$ cat src/rtl/coproc_pkg.sv
// coproc_pkg: types and frame-size defaults shared by the window generator
// and the processing element.
//   pixel_t  : one RGB444 pixel
//   window_t : 3x3 neighbourhood, indexed [row][col] with row 0 at the top
//   ctr_w()  : width of a counter that must hold 0..n-1
package coproc_pkg;

  localparam int IMG_W_DEF = 160;
  localparam int IMG_H_DEF = 120;
  localparam int PIX_W_DEF = 12;

  typedef logic [PIX_W_DEF-1:0] pixel_t;
  typedef pixel_t window_t [3][3];

  function automatic int ctr_w(input int n);
    return (n > 1) ? $clog2(n) : 1;
  endfunction

endpackage

$ cat src/rtl/window_gen_if.sv
// window_gen_if: pixel stream in, 3x3 window stream out.
//   in_valid/in_ready/in_pix/in_last : raster-order pixel handshake
//   out_valid/out_ready              : window handshake
//   out_w00..out_w22                 : window pixels, wRC (row R, column C)
//   out_last                         : window centred on the last interior pixel
// Modports: master = upstream/downstream side, slave = window_gen.
interface window_gen_if
  import coproc_pkg::*;
#(
  parameter int PIX_W = PIX_W_DEF
) ();

  logic             in_valid;
  logic             in_ready;
  logic [PIX_W-1:0] in_pix;
  logic             in_last;
  logic             out_valid;
  logic             out_ready;
  logic [PIX_W-1:0] out_w00, out_w01, out_w02;
  logic [PIX_W-1:0] out_w10, out_w11, out_w12;
  logic [PIX_W-1:0] out_w20, out_w21, out_w22;
  logic             out_last;

  modport master (
    output in_valid, in_pix, in_last, out_ready,
    input  in_ready, out_valid, out_last,
    input  out_w00, out_w01, out_w02,
    input  out_w10, out_w11, out_w12,
    input  out_w20, out_w21, out_w22
  );

  modport slave (
    input  in_valid, in_pix, in_last, out_ready,
    output in_ready, out_valid, out_last,
    output out_w00, out_w01, out_w02,
    output out_w10, out_w11, out_w12,
    output out_w20, out_w21, out_w22
  );

endinterface

$ cat src/rtl/window_gen_line_buffer.sv
// line_buffer: one image row of storage.
//   clk   : rising-edge clock
//   we    : write enable
//   addr  : column address, shared by read and write
//   wdata : pixel written at addr
//   rdata : combinational read of addr (old contents during a write cycle)
// Contents are not reset; they are always rewritten before being used.
module line_buffer #(
  parameter int DEPTH = 160,
  parameter int PIX_W = 12,
  parameter int AW    = 8
) (
  input  logic             clk,
  input  logic             we,
  input  logic [AW-1:0]    addr,
  input  logic [PIX_W-1:0] wdata,
  output logic [PIX_W-1:0] rdata
);

  logic [PIX_W-1:0] mem [DEPTH];

  assign rdata = mem[addr];

  always_ff @(posedge clk) begin
    if (we) mem[addr] <= wdata;
  end

endmodule

$ cat src/rtl/window_gen.sv
// window_gen: streaming 3x3 window generator. Accepts one raster-order pixel
// per handshake, keeps the two previous rows in line buffers and emits every
// interior 3x3 neighbourhood ((W-2) x (H-2) windows per frame).
//   clk       : rising-edge clock
//   rst_n     : synchronous active-low reset
//   clr       : synchronous soft clear (counters, window, out_valid, frame_err)
//   bus       : window_gen_if slave (pixel in, window out)
//   frame_err : sticky in_last misalignment flag (WINDOW_GEN_FRAME_CHK_EN only)
// Optional feature macro: WINDOW_GEN_FRAME_CHK_EN enables in_last checking
// and early-in_last counter resync.
module window_gen
  import coproc_pkg::*;
#(
  parameter int IMG_W = IMG_W_DEF,
  parameter int IMG_H = IMG_H_DEF,
  parameter int PIX_W = PIX_W_DEF
) (
  input  logic        clk,
  input  logic        rst_n,
  input  logic        clr,
  window_gen_if.slave bus
`ifdef WINDOW_GEN_FRAME_CHK_EN
  ,
  output logic        frame_err
`endif
);

  localparam int CW = ctr_w(IMG_W);
  localparam int RW = ctr_w(IMG_H);
  localparam logic [CW-1:0] COL_MAX = CW'(IMG_W - 1);
  localparam logic [RW-1:0] ROW_MAX = RW'(IMG_H - 1);

  logic [CW-1:0]    col;
  logic [RW-1:0]    row;
  logic             accept;
  logic             wr_en;
  logic             at_end;
  logic             emit;
  logic             resync;
  logic [PIX_W-1:0] lb0_rd;
  logic [PIX_W-1:0] lb1_rd;

  // win[c][r]: column 0 is the oldest (leftmost), row 0 the oldest (top)
  logic [PIX_W-1:0] win [3][3];

  assign bus.in_ready = !bus.out_valid || bus.out_ready;
  assign accept       = bus.in_valid && bus.in_ready;
  // A pixel arriving together with clr is dropped, buffers included.
  assign wr_en        = accept && !clr;
  assign at_end       = (row == ROW_MAX) && (col == COL_MAX);
  assign emit         = (row >= RW'(2)) && (col >= CW'(2));

`ifdef WINDOW_GEN_FRAME_CHK_EN
  assign resync = bus.in_last && !at_end;
`else
  assign resync = 1'b0;
`endif

  // lb0 holds row r-1, lb1 row r-2; lb1 takes lb0's old value in the same
  // cycle, so the read-before-write of both gives the full column.
  line_buffer #(.DEPTH(IMG_W), .PIX_W(PIX_W), .AW(CW)) u_lb0 (
    .clk   (clk),
    .we    (wr_en),
    .addr  (col),
    .wdata (bus.in_pix),
    .rdata (lb0_rd)
  );

  line_buffer #(.DEPTH(IMG_W), .PIX_W(PIX_W), .AW(CW)) u_lb1 (
    .clk   (clk),
    .we    (wr_en),
    .addr  (col),
    .wdata (lb0_rd),
    .rdata (lb1_rd)
  );

  // Raster position of the pixel currently offered
  always_ff @(posedge clk) begin
    if (!rst_n || clr) begin
      col <= '0;
      row <= '0;
    end else if (accept) begin
      if (resync || at_end) begin
        col <= '0;
        row <= '0;
      end else if (col == COL_MAX) begin
        col <= '0;
        row <= row + RW'(1);
      end else begin
        col <= col + CW'(1);
      end
    end
  end

  // Window shift register and one-deep output register
  always_ff @(posedge clk) begin
    if (!rst_n) begin
      for (int c = 0; c < 3; c++)
        for (int r = 0; r < 3; r++)
          win[c][r] <= '0;
      bus.out_valid <= 1'b0;
      bus.out_last  <= 1'b0;
      bus.out_w00   <= '0;
      bus.out_w01   <= '0;
      bus.out_w02   <= '0;
      bus.out_w10   <= '0;
      bus.out_w11   <= '0;
      bus.out_w12   <= '0;
      bus.out_w20   <= '0;
      bus.out_w21   <= '0;
      bus.out_w22   <= '0;
    end else if (clr) begin
      for (int c = 0; c < 3; c++)
        for (int r = 0; r < 3; r++)
          win[c][r] <= '0;
      bus.out_valid <= 1'b0;
    end else begin
      if (accept) begin
        win[0]    <= win[1];
        win[1]    <= win[2];
        win[2][0] <= lb1_rd;
        win[2][1] <= lb0_rd;
        win[2][2] <= bus.in_pix;
      end
      // Outputs are taken from the post-shift window, i.e. the new column
      // comes straight from the buffers and in_pix.
      if (accept && emit) begin
        bus.out_w00   <= win[1][0];
        bus.out_w01   <= win[2][0];
        bus.out_w02   <= lb1_rd;
        bus.out_w10   <= win[1][1];
        bus.out_w11   <= win[2][1];
        bus.out_w12   <= lb0_rd;
        bus.out_w20   <= win[1][2];
        bus.out_w21   <= win[2][2];
        bus.out_w22   <= bus.in_pix;
        bus.out_last  <= at_end;
        bus.out_valid <= 1'b1;
      end else if (bus.out_ready) begin
        bus.out_valid <= 1'b0;
      end
    end
  end

`ifdef WINDOW_GEN_FRAME_CHK_EN
  always_ff @(posedge clk) begin
    if (!rst_n || clr) begin
      frame_err <= 1'b0;
    end else if (accept && (bus.in_last != at_end)) begin
      frame_err <= 1'b1;
    end
  end
`endif

endmodule

$ cat src/flat_wrapper.sv
// flat-port wrapper written by rule: the top's interface ports become plain ports
module window_gen_flat import coproc_pkg::*;
#(
  parameter int IMG_W = IMG_W_DEF,
  parameter int IMG_H = IMG_H_DEF,
  parameter int PIX_W = PIX_W_DEF
)
  (clk, rst_n, clr, bus_in_valid, bus_in_pix, bus_in_last, bus_out_ready, bus_in_ready, bus_out_valid, bus_out_last, bus_out_w00, bus_out_w01, bus_out_w02, bus_out_w10, bus_out_w11, bus_out_w12, bus_out_w20, bus_out_w21, bus_out_w22);
  window_gen_if #(.PIX_W(PIX_W)) bus_i ();
  input  logic clk;
  input  logic rst_n;
  input  logic clr;
  input wire logic [$bits(bus_i.in_valid)-1:0] bus_in_valid;
  input wire logic [$bits(bus_i.in_pix)-1:0] bus_in_pix;
  input wire logic [$bits(bus_i.in_last)-1:0] bus_in_last;
  input wire logic [$bits(bus_i.out_ready)-1:0] bus_out_ready;
  output wire logic [$bits(bus_i.in_ready)-1:0] bus_in_ready;
  output wire logic [$bits(bus_i.out_valid)-1:0] bus_out_valid;
  output wire logic [$bits(bus_i.out_last)-1:0] bus_out_last;
  output wire logic [$bits(bus_i.out_w00)-1:0] bus_out_w00;
  output wire logic [$bits(bus_i.out_w01)-1:0] bus_out_w01;
  output wire logic [$bits(bus_i.out_w02)-1:0] bus_out_w02;
  output wire logic [$bits(bus_i.out_w10)-1:0] bus_out_w10;
  output wire logic [$bits(bus_i.out_w11)-1:0] bus_out_w11;
  output wire logic [$bits(bus_i.out_w12)-1:0] bus_out_w12;
  output wire logic [$bits(bus_i.out_w20)-1:0] bus_out_w20;
  output wire logic [$bits(bus_i.out_w21)-1:0] bus_out_w21;
  output wire logic [$bits(bus_i.out_w22)-1:0] bus_out_w22;
  assign bus_i.in_valid = bus_in_valid;
  assign bus_i.in_pix = bus_in_pix;
  assign bus_i.in_last = bus_in_last;
  assign bus_i.out_ready = bus_out_ready;
  assign bus_in_ready = bus_i.in_ready;
  assign bus_out_valid = bus_i.out_valid;
  assign bus_out_last = bus_i.out_last;
  assign bus_out_w00 = bus_i.out_w00;
  assign bus_out_w01 = bus_i.out_w01;
  assign bus_out_w02 = bus_i.out_w02;
  assign bus_out_w10 = bus_i.out_w10;
  assign bus_out_w11 = bus_i.out_w11;
  assign bus_out_w12 = bus_i.out_w12;
  assign bus_out_w20 = bus_i.out_w20;
  assign bus_out_w21 = bus_i.out_w21;
  assign bus_out_w22 = bus_i.out_w22;
  window_gen #(.IMG_W(IMG_W), .IMG_H(IMG_H), .PIX_W(PIX_W)) u_core (.clk(clk), .rst_n(rst_n), .clr(clr), .bus(bus_i));
endmodule
$ cat config.mk
export PLATFORM = sky130hd
export DESIGN_NAME = window_gen_flat
export DESIGN_NICKNAME = d
export VERILOG_FILES = /design/src/rtl/coproc_pkg.sv /design/src/rtl/window_gen_if.sv /design/src/rtl/window_gen_line_buffer.sv /design/src/rtl/window_gen.sv /design/src/flat_wrapper.sv
export SDC_FILE = /design/constraint.sdc
export NUM_CORES = 2
export LEC_CHECK = 0
export ABC_AREA = 1
export CELL_PAD_IN_SITES_DETAIL_PLACEMENT = 1
export CELL_PAD_IN_SITES_GLOBAL_PLACEMENT = 1
export CORE_ASPECT_RATIO = 0.7
export CORE_MARGIN = 2
export CORE_UTILIZATION = 45
export CTS_CLUSTER_SIZE = 8
export DETAILED_ROUTE_END_ITERATION = 7
export PLACE_DENSITY = 0.71
export SLEW_MARGIN = 20
export SYNTH_ARGS = -nofsm -noshare
export SYNTH_HDL_FRONTEND = slang
export SYNTH_SLANG_ARGS = --single-unit
$ cat constraint.sdc
create_clock -name clk -period 3.9 [get_ports clk]
set_input_delay 0.78 -clock clk [delete_from_list [all_inputs] [get_ports clk]]
set_output_delay 0.78 -clock clk [all_outputs]
set_load 0.005 [all_outputs]
==> reports/summary.md <==
The flow ran to the end, but the final reports show violations. The final reports fail on setup timing. For the register-to-register path setup slack, the log shows -0.07 ns.

For this design, the CTS-stage hold fixing added 0 buffers. The critical path runs through a total of 14 cells. TritonCTS built the clock tree. After detailed routing, the total wire length is 560,900 um.

The first detailed-routing pass took 6 iterations. The post-route antenna net violation count was 0; the global-route congestion overflow total was 0. Actual slew at the worst max-slew pin: 1.163 ns.

During placement, the flow inserted port buffers numbering 127. For the synthesized netlist net count, the log shows 13,170. In this run the worst hold path is classified as in -> reg.

In the final layout, the share of cells above drive strength 1 is 11.33%. Counting tap cells, the placed design contains a total of 17,810 instances. Counting along the longest clock path gives a buffer depth of 4. The cell count after synthesis came out at 13,140.

The cell at the root of the clock tree is sky130_fd_sc_hd__clkbuf_16. The tool flagged a number of max-cap violations equal to 0. The die covers 362,200 sq um.

After detailed routing, the average wire length per cell comes to 30.27 um. The maximum number of pins on one net before global-route repair came out at 158. The most frequent cell on the critical path is sky130_fd_sc_hd__nand3_1. The tools report the count of routing violations after the opening detailed-route iteration as 15,230. The share of the synthesized area in compound gates (AO/OA/AOI/OAI) came out at 2.710%.

Together, buffers and inverters on the worst path number 5. The H-tree was split into 6 levels. The worst register-to-register path has a depth of 14. The number of global-route vias before repair came out at 119,500. At the placement stage, the worst setup path has a slack of -0.06867 ns.

The total leakage power is 65.39 nW, and the synthesized flop and latch total is 4,045. In this run the core area contains 183 standard-cell rows. Dividing the detail-routed via count by the number of cells gives 6.209. In the final timing run, aggregate negative setup slack is -1.072 ns. Across every metal layer, demand over resource in global routing totals 30.21%.

Counting every sink on the clock net gives 4,045. The proportion of synthesized area in mux cells is 0%. The area taken by multi-input logic gates came out at 36,210 sq um. Counting distinct cell types in the post-synthesis netlist gives 32. The critical path goes through buf_12, buf_12, buf_12, nand2_1, nand3_1, nand3_1, nand3_1, nand3_1, nand3_1, nand3_1, nand3_1, nand2_1, inv_6, buf_12.

The largest stage delay on the critical path is 0.48 ns. The average instance area after synthesis was 12.23 sq um. Once the floorplan was initialized, standard cells occupied 45.25% of the core. The setup-violating endpoint count in the final report was 50. Derived from the worst setup path, the maximum achievable clock frequency is 252.1 MHz. For this run, design rule violations remaining after detail routing come to 0. Among all stages on the critical path, the largest delay is contributed by sky130_fd_sc_hd__dfxtp_4.

Counting the buffers created by CTS gives 580. The power density over cell area was 514.7 nW/um^2. The worst path needs 3.967 ns of the cycle, external delays included.

After the last flow step, the layout net total stands at 13,700. The clock latency on the worst-skew pair is 0.99 ns. The worst hold path terminates at u_core.u_lb0.mem[121][2]$_DFFE_PP_.

The die is 504.1 um tall. The run gives 810,200 um as the first-pass GRT wire length. The number of cells on the worst hold path works out to 1. Clock-pin slew was measured on the worst setup and hold paths at 0.06 ns.

The data arrival at the endpoint of the critical path was 4.69 ns. The filler cells instantiated in the layout total 35,450. Registers take 120,200 sq um. In this run the standard cell core region covers 355,400 sq um.

The final number of hold-violating endpoints was 0. The capturing point of the worst reg2reg path is u_core.u_lb1.mem[48][5]$_DFFE_PP_. Yosys printed 0 warnings.

After synthesis, flip-flops and latches occupy 74.72% of the total area. Leaving out fill and tap cells, the most frequent cell in the layout is sky130_fd_sc_hd__edfxtp_1. Total I/O pin count: 129.

Critical path startpoint category: a flip-flop. Summing the areas of all xor and xnor instances in the mapped netlist gives 0% of the synthesized area. The endpoint class of the critical path is a flip-flop.

The cell class contributing the biggest share of worst-path delay is simple AND/OR/NAND/NOR gates. The worst-case headroom to the max-slew limit came out at 22.45%. The design draws 97.19 mW.

After layout, the worst path uses 101.7% of the clock period. The final RePlAce weighted congestion was 0.9728; the simple-gate area share of the yosys netlist was 19.45%. For the worst supply voltage drop on vdd, the log shows 0.0004078 V. The largest driver fanout on the critical path was 48. The cell area that synthesis handed to floorplanning was 160,800 sq um.

The final instance count without filler cells is 18,530, and the number of antenna violations at the first check in global routing is 32. The placed instances occupy a cell area of 172,900 sq um. By area, the combinational part of the netlist is dominated by simple AND/OR/NAND/NOR gates. The required time of the worst setup path was 4.63 ns. The finished cells cover 188,800 sq um.

The x dimension of the die came out at 718.5 um. Clock skew on the completed layout was measured at 0.06849 ns. The top cell types in the final layout, fill and taps aside, are 3,912 x sky130_fd_sc_hd__edfxtp_1, 3,298 x sky130_fd_sc_hd__nand2_1, 3,183 x sky130_fd_sc_hd__nand3_1.

Adder and majority cell fraction of the synthesized area: 0.04669%. The worst hold slack was 0.2708 ns. The setup slack after layout is -0.06725 ns, and the layout overhead on the synthesized area is 17.43%. Cells fill 53.13% of the core in the end.

The routed layout has 115,000 vias. The tools report the number of max-slew violations in the final report as 0. For the detailed-placement wirelength estimate, the log shows 325,800 um. The critical path is of the reg -> reg type. The startpoint of the worst hold path was bus_in_pix[2].
==> timing repair <==
| action | in CTS | in global routing |
|---|---|---|
| buffers inserted | 0 | 1 |
| gates cloned | 1 | 0 |
| setup endpoints to repair | 153 | 1212 |
| hold endpoints to repair | 0 | 0 |
| gates resized for setup | 11 | 8 |
==> where the power goes <==
| group | switching, mW | internal, mW | total (mW) |
|---|---|---|---|
| registers | 0.0217 | 47.9 | 48.0 |
| clock network | 18.3 | 27.2 | 45.5 |
| logic | 2.87 | 0.889 | 3.76 |
==> cell usage after synthesis, drive strengths merged <==
cell	n	share of area, %
a2111oi	1	0.0054
a211oi	1	0.0047
a21oi	90	0.28
a31oi	1	0.0039
and3	1	0.0039
buf	639	2.2
clkbuf	260	0.61
clkinv	4	0.011
dfxtp	133	1.7
edfxtp	3912	73
ha	6	0.047
inv	128	0.30
nand2	3300	7.7
nand3	3191	9.9
nand4	1	0.0039
nor2	739	1.7
nor3	17	0.053
nor3b	2	0.0093
nor4	4	0.016
o21ai	525	1.6
o221ai	25	0.14
o22ai	162	0.63
o41ai	2	0.016
==> how the worst max path moves through the flow <==
stage	from	to	slack, ns
after detailed placement	flip-flop	u_core.u_lb1.mem[138][2]$_DFFE_PP_	-0.07
after global routing	flip-flop	u_core.u_lb1.mem[158][9]$_DFFE_PP_	-0.02
after floorplan	flip-flop	u_core.u_lb1.mem[0][2]$_DFFE_PP_	0.02
after global placement	flip-flop	u_core.u_lb1.mem[137][2]$_DFFE_PP_	0.12
after CTS	flip-flop	u_core.u_lb1.mem[48][5]$_DFFE_PP_	0.02
final	flip-flop	u_core.u_lb1.mem[48][5]$_DFFE_PP_	-0.07
==> logic make-up (layout without fill, tap and decap cells) <==
group / after synthesis / after routing
simple gates: 7255 / 7255
buf+inv: 1031 / 1691
flops: 4045 / 4045
other cells: 0 / 7
compound gates: 807 / 807
fa+ha+maj: 6 / 6
==> worst reg2reg max path: stages, from the launching register on <==
cell and delay, ns:
sky130_fd_sc_hd__dfxtp_4 0.48, sky130_fd_sc_hd__buf_12 0.23, sky130_fd_sc_hd__buf_12 0.21, sky130_fd_sc_hd__buf_12 0.26
sky130_fd_sc_hd__nand2_1 0.09, sky130_fd_sc_hd__nand3_1 0.12, sky130_fd_sc_hd__nand3_1 0.08, sky130_fd_sc_hd__nand3_1 0.12
sky130_fd_sc_hd__nand3_1 0.29, sky130_fd_sc_hd__nand3_1 0.34, sky130_fd_sc_hd__nand3_1 0.34, sky130_fd_sc_hd__nand3_1 0.31
sky130_fd_sc_hd__nand2_1 0.18, sky130_fd_sc_hd__inv_6 0.30, sky130_fd_sc_hd__buf_12 0.28
==> state kept, by name (all words and copies together), names as in the netlist, 12 cells and up, named ones only <==
register and count:
u_core.bus.out_w01 12, u_core.u_lb1.mem 1920, u_core.bus.out_w02 12, u_core.bus.out_w00 12
u_core.bus.out_w10 12, u_core.bus.out_w22 12, u_core.bus.out_w11 12, u_core.bus.out_w12 12
u_core.bus.out_w21 12, u_core.bus.out_w20 12, u_core.win 72, u_core.u_lb0.mem 1920
==> final cells by class <==
class / instances / share of cell area (%)
Timing Repair inverter: 1 / 0.004638
Timing Repair Buffer: 848 / 5.361
Clock buffer: 671 / 8.025
Antenna cell: 7 / 0.009277
Multi-Input combinational cell: 8068 / 19.18
Sequential cell: 4045 / 63.63
Inverter: 132 / 0.3340
Tap cell: 4717 / 3.126
Clock inverter: 39 / 0.3280
==> routing by layer <==
metal / wire, um / up-vias / GRT usage (%)
li1: - / 48100 / -
met1: 228900 / 59410 / 42.62
met2: 253000 / 6410 / 46.25
met3: 58680 / 1115 / 6.635
met4: 20230 / 16 / 11.01
met5: 139 / - / 0
Note: power is estimated with default switching activity, not from simulation.
